<file path="src/rtl/rf_pkg.sv">
// rf_pkg: shared constants, index-width helper and read-source selection for reg_file_mp
package rf_pkg;
  localparam int RF_ZERO = 0;
  typedef enum logic [1:0] {SEL_ZERO, SEL_REG, SEL_WR0, SEL_WR1} rd_sel_e;
  function automatic int rf_idx_w(int depth);
    return depth > 1 ? $clog2(depth) : 1;
  endfunction
  // wr1 outranks wr0 so a bypassed read matches the value that will be stored
  function automatic rd_sel_e rd_sel(logic en, logic byp, logic zero, logic hit0, logic hit1);
    return (!en || zero) ? SEL_ZERO : (byp && hit1) ? SEL_WR1 : (byp && hit0) ? SEL_WR0 : SEL_REG;
  endfunction
endpackage

</file>
<file path="src/rtl/reg_file_mp_cell.sv">
// rf_cell: WIDTH-bit storage register with synchronous reset and write enable
module rf_cell #(
  parameter int WIDTH = 16
) (
  input  logic             clk,
  input  logic             rst,
  input  logic             en,
  input  logic [WIDTH-1:0] d,
  output logic [WIDTH-1:0] q
);
  logic [WIDTH-1:0] q_q, q_d;
  always_comb q_d = rst ? '0 : en ? d : q_q;
  always_ff @(posedge clk) q_q <= q_d;
  assign q = q_q;
endmodule

</file>
<file path="src/rtl/reg_file_mp.sv">
// reg_file_mp: 2-read/2-write register file with write bypass, optional registered reads and busy scoreboard
module reg_file_mp
  import rf_pkg::*;
#(
  parameter int WIDTH    = 16,
  parameter int DEPTH    = 8,
  localparam int IDX_W   = rf_idx_w(DEPTH),
  parameter int READ_LAT = 0,
  parameter int BYPASS   = 1,
  parameter int ZERO_R0  = 0
) (
  input  logic             clk,
  input  logic             rst,
  input  logic             rdA_en,
  input  logic [IDX_W-1:0] rdA_idx,
  output logic [WIDTH-1:0] rdA_dat,
  output logic             rdA_busy,
  input  logic             rdB_en,
  input  logic [IDX_W-1:0] rdB_idx,
  output logic [WIDTH-1:0] rdB_dat,
  output logic             rdB_busy,
  input  logic             wr0_en,
  input  logic [IDX_W-1:0] wr0_idx,
  input  logic [WIDTH-1:0] wr0_dat,
  input  logic             wr1_en,
  input  logic [IDX_W-1:0] wr1_idx,
  input  logic [WIDTH-1:0] wr1_dat,
  input  logic             bs_en,
  input  logic [IDX_W-1:0] bs_idx,
  output logic [DEPTH-1:0] busy_vec
);
  localparam logic BYP = BYPASS != 0;
  localparam logic ZR  = ZERO_R0 != 0;
  logic [WIDTH-1:0]      regs [DEPTH];
  logic [DEPTH-1:0]      busy_q, busy_d, we;
  logic [1:0]            rd_en, rb_d, rb_o;
  logic [IDX_W-1:0]      rd_idx [2];
  logic [1:0][WIDTH-1:0] rd_d, rd_o;
  for (genvar i = 0; i < DEPTH; i++) begin : g_cell
    logic hit0, hit1;
    assign hit0  = wr0_en && wr0_idx == IDX_W'(i);
    assign hit1  = wr1_en && wr1_idx == IDX_W'(i);
    assign we[i] = (hit0 || hit1) && !(ZR && i == RF_ZERO);
    rf_cell #(.WIDTH(WIDTH)) u_cell (
      .clk(clk), .rst(rst), .en(we[i]), .d(hit1 ? wr1_dat : wr0_dat), .q(regs[i])
    );
  end
  // a busy-set in the same cycle as the clearing write wins: a new producer is outstanding
  always_comb begin
    busy_d = busy_q & ~we;
    if (bs_en && !(ZR && bs_idx == IDX_W'(RF_ZERO))) busy_d[bs_idx] = 1'b1;
  end
  always_ff @(posedge clk) busy_q <= rst ? '0 : busy_d;
  assign busy_vec  = busy_q;
  assign rd_en     = {rdB_en, rdA_en};
  assign rd_idx[0] = rdA_idx;
  assign rd_idx[1] = rdB_idx;
  for (genvar p = 0; p < 2; p++) begin : g_port
    logic    hit0, hit1;
    rd_sel_e sel;
    always_comb begin
      hit0    = wr0_en && wr0_idx == rd_idx[p];
      hit1    = wr1_en && wr1_idx == rd_idx[p];
      sel     = rd_sel(rd_en[p], BYP, ZR && rd_idx[p] == IDX_W'(RF_ZERO), hit0, hit1);
      rd_d[p] = sel == SEL_WR1 ? wr1_dat : sel == SEL_WR0 ? wr0_dat : sel == SEL_REG ? regs[rd_idx[p]] : '0;
      rb_d[p] = busy_q[rd_idx[p]] && !(BYP && (hit0 || hit1));
    end
  end
  if (READ_LAT != 0) begin : g_reg
    logic [1:0][WIDTH-1:0] rd_q;
    logic [1:0]            rb_q;
    always_ff @(posedge clk) begin
      rd_q <= rst ? '0 : rd_d;
      rb_q <= rst ? '0 : rb_d;
    end
    assign rd_o = rd_q;
    assign rb_o = rb_q;
  end else begin : g_comb
    assign rd_o = rd_d;
    assign rb_o = rb_d;
  end
  assign rdA_dat  = rd_o[0];
  assign rdB_dat  = rd_o[1];
  assign rdA_busy = rb_o[0];
  assign rdB_busy = rb_o[1];
endmodule

</file>
<file path="config.mk">
export PLATFORM = sky130hd
export DESIGN_NAME = reg_file_mp
export DESIGN_NICKNAME = d
export VERILOG_FILES = /design/src/rtl/rf_pkg.sv /design/src/rtl/reg_file_mp_cell.sv /design/src/rtl/reg_file_mp.sv
export SDC_FILE = /design/constraint.sdc
export NUM_CORES = 1
export LEC_CHECK = 0
export ABC_AREA = 1
export BUFFER_PORTS_ARGS = -buffer_cell sky130_fd_sc_hd__buf_2
export CORE_MARGIN = 2
export CORE_UTILIZATION = 53
export CTS_BUF_LIST = sky130_fd_sc_hd__clkbuf_2 sky130_fd_sc_hd__clkbuf_4 sky130_fd_sc_hd__clkbuf_8
export CTS_CLUSTER_SIZE = 8
export DETAILED_ROUTE_END_ITERATION = 7
export PLACE_DENSITY = 0.73
export SYNTH_ARGS = -nofsm -noshare
export SYNTH_HDL_FRONTEND = slang
export SYNTH_SLANG_ARGS = --single-unit
</file>
<file path="constraint.sdc">
create_clock -name clk -period 1.3 [get_ports clk]
set_input_delay 0.13 -clock clk [delete_from_list [all_inputs] [get_ports clk]]
set_output_delay 0.13 -clock clk [all_outputs]
set_load 0.005 [all_outputs]
</file>
# After elaboration in Yosys (flattened, before gate mapping)
# Cells that the tools add are included.
dict set report totals {
  out_inout_bits 42
  input_bits 54
  regBits 136
}
dict set report classes {
  bitwise_logic 5
  eq_ne 24
  n_lt_le_gt_ge 6
  mux 33
  reduce_logical 37
}
# cell n
set ops {}
lappend ops {{$mux W16} 18}
lappend ops {{$bmux W16 S3} 2}
lappend ops {{$eq A3 B3 Y1 const B} 8}
lappend ops {{$logic_and A1 B1 Y1} 23}
lappend ops {{$eq A3 B2 Y1 const B} 4}
lappend ops {{$eq A3 B3 Y1} 4}
lappend ops {{$lt A3 B4 Y1 const B} 3}
lappend ops {{$mux W2} 6}
lappend ops {{$logic_or A1 B1 Y1} 10}
lappend ops {{$and A8 B8 Y8} 1}
lappend ops {{$eq A2 B2 Y1 const B} 4}
lappend ops {{$ge A4 B4 Y1 const B} 2}
lappend ops {{$mux W8} 1}
lappend ops {{$not A3 Y4} 2}
lappend ops {{$not A8 Y8} 1}
lappend ops {{$or A8 B8 Y8} 1}
lappend ops {{$bmux W1 S3} 2}
lappend ops {{$eq A3 B1 Y1 const B} 2}
lappend ops {{$logic_not A3 Y1} 2}
lappend ops {{$eq A2 B1 Y1 const B} 2}
lappend ops {{$demux W1 S3} 1}
lappend ops {{$ge A3 B1 Y1 const B} 1}
lappend ops {{$mux W1} 3}
lappend ops {{$logic_not A1 Y1} 2}

# Longest topological paths before layout
dict set report depth {
  depth_word 9
  ltp_mapped 12
  depth_no_buf 9
}

# Cells and area by module
# A second synthesis with hierarchy kept.
dict set report hier_totals {
  cells_unflattened 2096
  hier_area_um2 11060.6
}
# mod cells_each area_each_um2 instances seq_area_each_um2
set by_module_without_submodules {}
lappend by_module_without_submodules {reg_file_mp 1288 5695.5 1 160.2}
lappend by_module_without_submodules {rf_cell 101 670.6 8 320.3}

# Worst setup path before layout
# OpenSTA, ideal clock, no wires.
dict set report synth_path {
  path_kind {input to output}
  startpoint {in rdA_idx[0]}
  endpoint {out rdA_dat[10]}
  n_path_buf 3
  required_ns 1.170
  setup_slack_ns 0.027
  arrival_time_ns 1.143
  stages 10
  cell_sequence {buf_2 > inv_2 > buf_2 > buf_2 > nand2_1 > nand3_1 > nand2_1 > nand2_1 > nand3_1 > a21oi_1}
}
dict set report synth_between {
  elab_chain_cells 9
  elab_cells_between_ends 17
  cone_classes {5 x eq/ne; 9 x mux; 1 x bitwise; 2 x reduce/logical}
}
# item line
set synth_rtl {}
lappend synth_rtl {{from (decl)} reg_file_mp.sv:15} ;# input logic [IDX_W-1:0] rdA_idx,
lappend synth_rtl {{$eq A3 B3 Y1} reg_file_mp.sv:62} ;# hit0 = wr0_en && wr0_idx == rd_idx[p];
lappend synth_rtl {{$logic_and A1 B1 Y1} reg_file_mp.sv:62}
lappend synth_rtl {{$mux W2 (3 in series)} rf_pkg.sv:10} ;# return (!en || zero) ? SEL_ZERO : (byp && hit1) ? SEL_WR1 : (byp && hit0) ? SEL_WR0 : SEL_REG;
lappend synth_rtl {{$eq A2 B1 Y1} reg_file_mp.sv:65} ;# rd_d[p] = sel == SEL_WR1 ? wr1_dat : sel == SEL_WR0 ? wr0_dat : sel == SEL_REG ? regs[rd_idx[p]] : '0;
lappend synth_rtl {{$mux W16 (2 in series)} reg_file_mp.sv:65}
lappend synth_rtl {{$mux W16 *} reg_file_mp.sv:65}
lappend synth_rtl {{to (decl)} reg_file_mp.sv:16} ;# output logic [WIDTH-1:0] rdA_dat,
# Every way passes the cells marked *; elsewhere a longest branch is shown, timed or not. The select of a mux whose other input is x is not followed.

# Worst setup path in the final report
dict set report layout_path {
  startpoint {reg g_cell[6].u_cell.q_q[10]}
  endpoint {out rdB_dat[10]}
}
dict set report layout_between {
  elab_chain_cells 6
}
# item line
set layout_rtl {}
lappend layout_rtl {{from (decl)} reg_file_mp_cell.sv:11} ;# logic [WIDTH-1:0] q_q, q_d;
lappend layout_rtl {{from (signal assigned)} reg_file_mp_cell.sv:13} ;# always_ff @(posedge clk) q_q <= q_d;
lappend layout_rtl {{$bmux W16 S3} reg_file_mp.sv:65}
lappend layout_rtl {{$mux W16 (implied by the code) (2 in series)} reg_file_mp.sv:65}
lappend layout_rtl {{$mux W16 (3 in series)} reg_file_mp.sv:65}
lappend layout_rtl {{to (decl)} reg_file_mp.sv:20} ;# output logic [WIDTH-1:0] rdB_dat,
# No other way between the ends. The select of a mux whose other input is x is not followed.

==> impl_metrics.tcl <==
set metrics [dict create \
    layoutNonFillerInstCount 2149 \
    maxSlewViolCount 0 \
    antenna_found_initial 3 \
    hold_class "input pin to flip-flop" \
    final_nets 1959 \
    power_density_mw_per_mm2 901 \
    die_w_um 140 \
    first_global_vias 12000 \
    row_count 49 \
    grt_use_met2 0.660 \
    place.gp.congestion 1.02 \
    dp_cells 2094 \
    ant_nets 0 \
    cp_top_family "simple AND/OR/NAND/NOR gates" \
    clkSlewWorstSetupHoldPaths_ns 0.09 \
    via_count 13300 \
    cts_buffers 17 \
    cp_max_fo 3 \
    grt.overflow.total 0 \
    drc 0 \
    synth_top_area_share 0.277 \
    area_growth_pct 31.9 \
    grt_first_pass_wirelength_um 67000 \
    min_from "wr1_dat[14]" \
    maxCapViolCount 0 \
    cts_tree "built" \
    max_freq_ghz 0.600 \
    finalSetupViolCount 34 \
    tns_ns -10.06 \
    synthXorXnorAreaFrac 0 \
    leakage_nw 6.06 \
    coreArea_mm2 0.0181 \
    path_cells "buf_6, nand2_2, nand3_2, nand2_1, nand2_1, nand2_1, inv_1, nand2_1, nand3_1, buf_2" \
    port_buffers 95 \
    worst_r2r_path_depth 5 \
    endpoint_kind "primary output" \
    syn_nets 1784 \
    seq_area_mm2 0.00286 \
    finalWorstSetupSlack_ns -0.368 \
    rsz0062_at_grt "true" \
    hpwlAfterDp_um 29800 \
    ys_types 26 \
    multi_input_area_mm2 0.00641 \
    path_class "flip-flop to primary output" \
    fillers 1593 \
    worstPathRequired_ns 1.17 \
    drt_iter0_drc 1805 \
    period_share 1.28 \
    yosysWarnings 0 \
    synthTopCellsByArea "dfxtp_1, nand2_1, nand3_1, a21oi_1, o21ai_1" \
    synth_mux_area_frac 0 \
    initial_core_util 0.544 \
    syn-mean-instance-area_um2 5.69 \
    max_stage_delay_ns 0.35 \
    ys_ff_latch 136 \
    placed_cell_area_mm2 0.0118 \
    ir_drop_mv 0.747 \
    gr-max-usage-layer "met2" \
    violations "negative setup slack" \
    ys_seq_area_frac 0.277 \
    cp_num_cells 10 \
    wl_per_cell_um 20.8 \
    finalCriticalPeriod_ns 1.67 \
    firstDrtPassIters 6 \
    total_power_mw 11.7 \
    cp-startpoint "g_cell[6].u_cell.q[10]" \
    crit_top_cell "nand2_1" \
    outcome "finished with violations" \
    die_y_um 140 \
    synth_area_mm2 0.00984 \
    slew_headroom 0.638 \
    synth_compound_area_frac 0.216 \
    r2r_start "g_cell[6].u_cell.q[1]" \
    cpMaxStageDelayCell "dfxtp_2" \
    synthSimpleGateAreaFrac 0.391 \
    insertion_delay_ns 0.47 \
    grt_usage 0.441 \
    final_cell_area_mm2 0.0130 \
    grtUsageMet3 0.113 \
    cts_buffer_depth 2 \
    worstHoldPathCells 3 \
    final_core_util 0.718 \
    grt_max_degree 57 \
    cts-root-buf "clkbuf_8" \
    cp.arrival_ns 1.54 \
    synth_top_area_cell "dfxtp_1" \
    drive_above_1_share 0.319 \
    cp_num_buf_inv 3 \
    synth_ff_type "dfxtp_1" \
    worst_pin_slew_ns 0.541 \
    grt_use_met1 0.564 \
    hold_viol 0 \
    netlist_instances 1730 \
    die-area_mm2 0.0197 \
    clkSinkCount 136 \
    synth_top_family_by_area "simple AND/OR/NAND/NOR gates" \
    synthAdderAreaFrac 0 \
    htreeDepth 4 \
    synthArstFlopShare 0 \
    start_kind "flip-flop" \
    wl_um 44600 \
    synth_enable_flop_cells 0 \
    io_pins 96 \
    viasPerCell 6.17 \
    skew_ns 0 \
]
per-stage QoR:
step	hold WS (ns)	setup slack, ns
3_3_place_gp	0.451	-0.335
6_report	0.0556	-0.368
3_5_place_dp	0.455	-0.363
2_1_floorplan	0.284	0.0271
5_1_grt	0.0583	-0.419
4_1_cts	0.0279	-0.355
final timing paths:
kind,endpoint,slack [ns]
worst min register to register,g_cell[7].u_cell.q[3],0.47
worst max register to register,g_cell[6].u_cell.q[1],0.41
worst max-delay path,rdB_dat[10],-0.37
worst min-delay path,g_cell[6].u_cell.q[14],0.06
worst reg2reg max path, cell delays in order (launching register included):
cell and delay [ns]:
dfxtp_2 0.34, buf_4 0.13, a21oi_1 0.12, o21ai_1 0.07, o211ai_1 0.08, inv_1 0.05
registers in the layout, summed over array words and instances (netlist names):
signal           cells
g_cell.u_cell.q    128
busy_vec             8
Yosys cell counts, types with 9 or more instances:
| cell | number |
|---|---|
| buf_2 | 46 |
| a21oi_1 | 152 |
| buf_1 | 14 |
| nand2_1 | 625 |
| dfxtp_1 | 136 |
| nor2_1 | 27 |
| inv_2 | 19 |
| inv_1 | 123 |
| clkbuf_1 | 68 |
| o21ai_1 | 119 |
| nor2_4 | 9 |
| o21ai_0 | 112 |
| o211ai_1 | 24 |
| nand4_1 | 31 |
| nand3_1 | 194 |
cell usage in the layout (no fill, tap or decap), drive strengths merged:
| master | n |
|---|---|
| or2 | 6 |
| nand4 | 31 |
| nand2 | 629 |
| dlygate4sd3 | 6 |
| nor2 | 42 |
| o211ai | 24 |
| bufinv | 3 |
| buf | 285 |
| diode | 2 |
| clkinv | 3 |
| nand3 | 194 |
| inv | 146 |
| a21oi | 155 |
| nor3 | 3 |
| dfxtp | 136 |
| clkbuf | 19 |
| dlymetal6s4s | 1 |
| clkinvlp | 4 |
| o21ai | 231 |
power breakdown:
part / total, mW / switching [mW] / internal (mW)
Clock: 3.93 / 1.94 / 1.99
Sequential: 4.56 / 0.165 / 4.40
Combinational: 3.20 / 1.99 / 1.20
Total: 11.7 / 4.10 / 7.59
per-layer routing:
metal	share of wire	up-vias
li1	-	6003
met1	0.36	5839
met2	0.42	1127
met3	0.15	280
met4	0.076	2
met5	0.00029	-
cells by family (layout without fill, tap and decap cells):
kind of cell,after synthesis,after routing
flip-flops,136,136
buffers and inverters,279,467
AO/OA/AOI/OAI,410,410
AND/OR/NAND/NOR,905,905
other,0,2
timing repair:
action | 4_1_cts | 5_1_grt
buffers inserted | 12 | 4
hold buffers | 7 | 0
pin swaps | 82 | 61
setup endpoints to repair | 34 | 37
resized for setup | 174 | 96
hold endpoints to repair | 8 | 0
final cells by class:
class / instances / share of cell area
multi-input cells: 1315 / 0.494
flip-flops and latches: 136 / 0.221
repair buffers: 292 / 0.189
inverters: 143 / 0.0415
well taps: 229 / 0.0221
clock buffers: 19 / 0.0197
clock inverters: 13 / 0.0129
diodes: 2 / 0.000386
No activity file was read; power rests on OpenSTA's default activity.
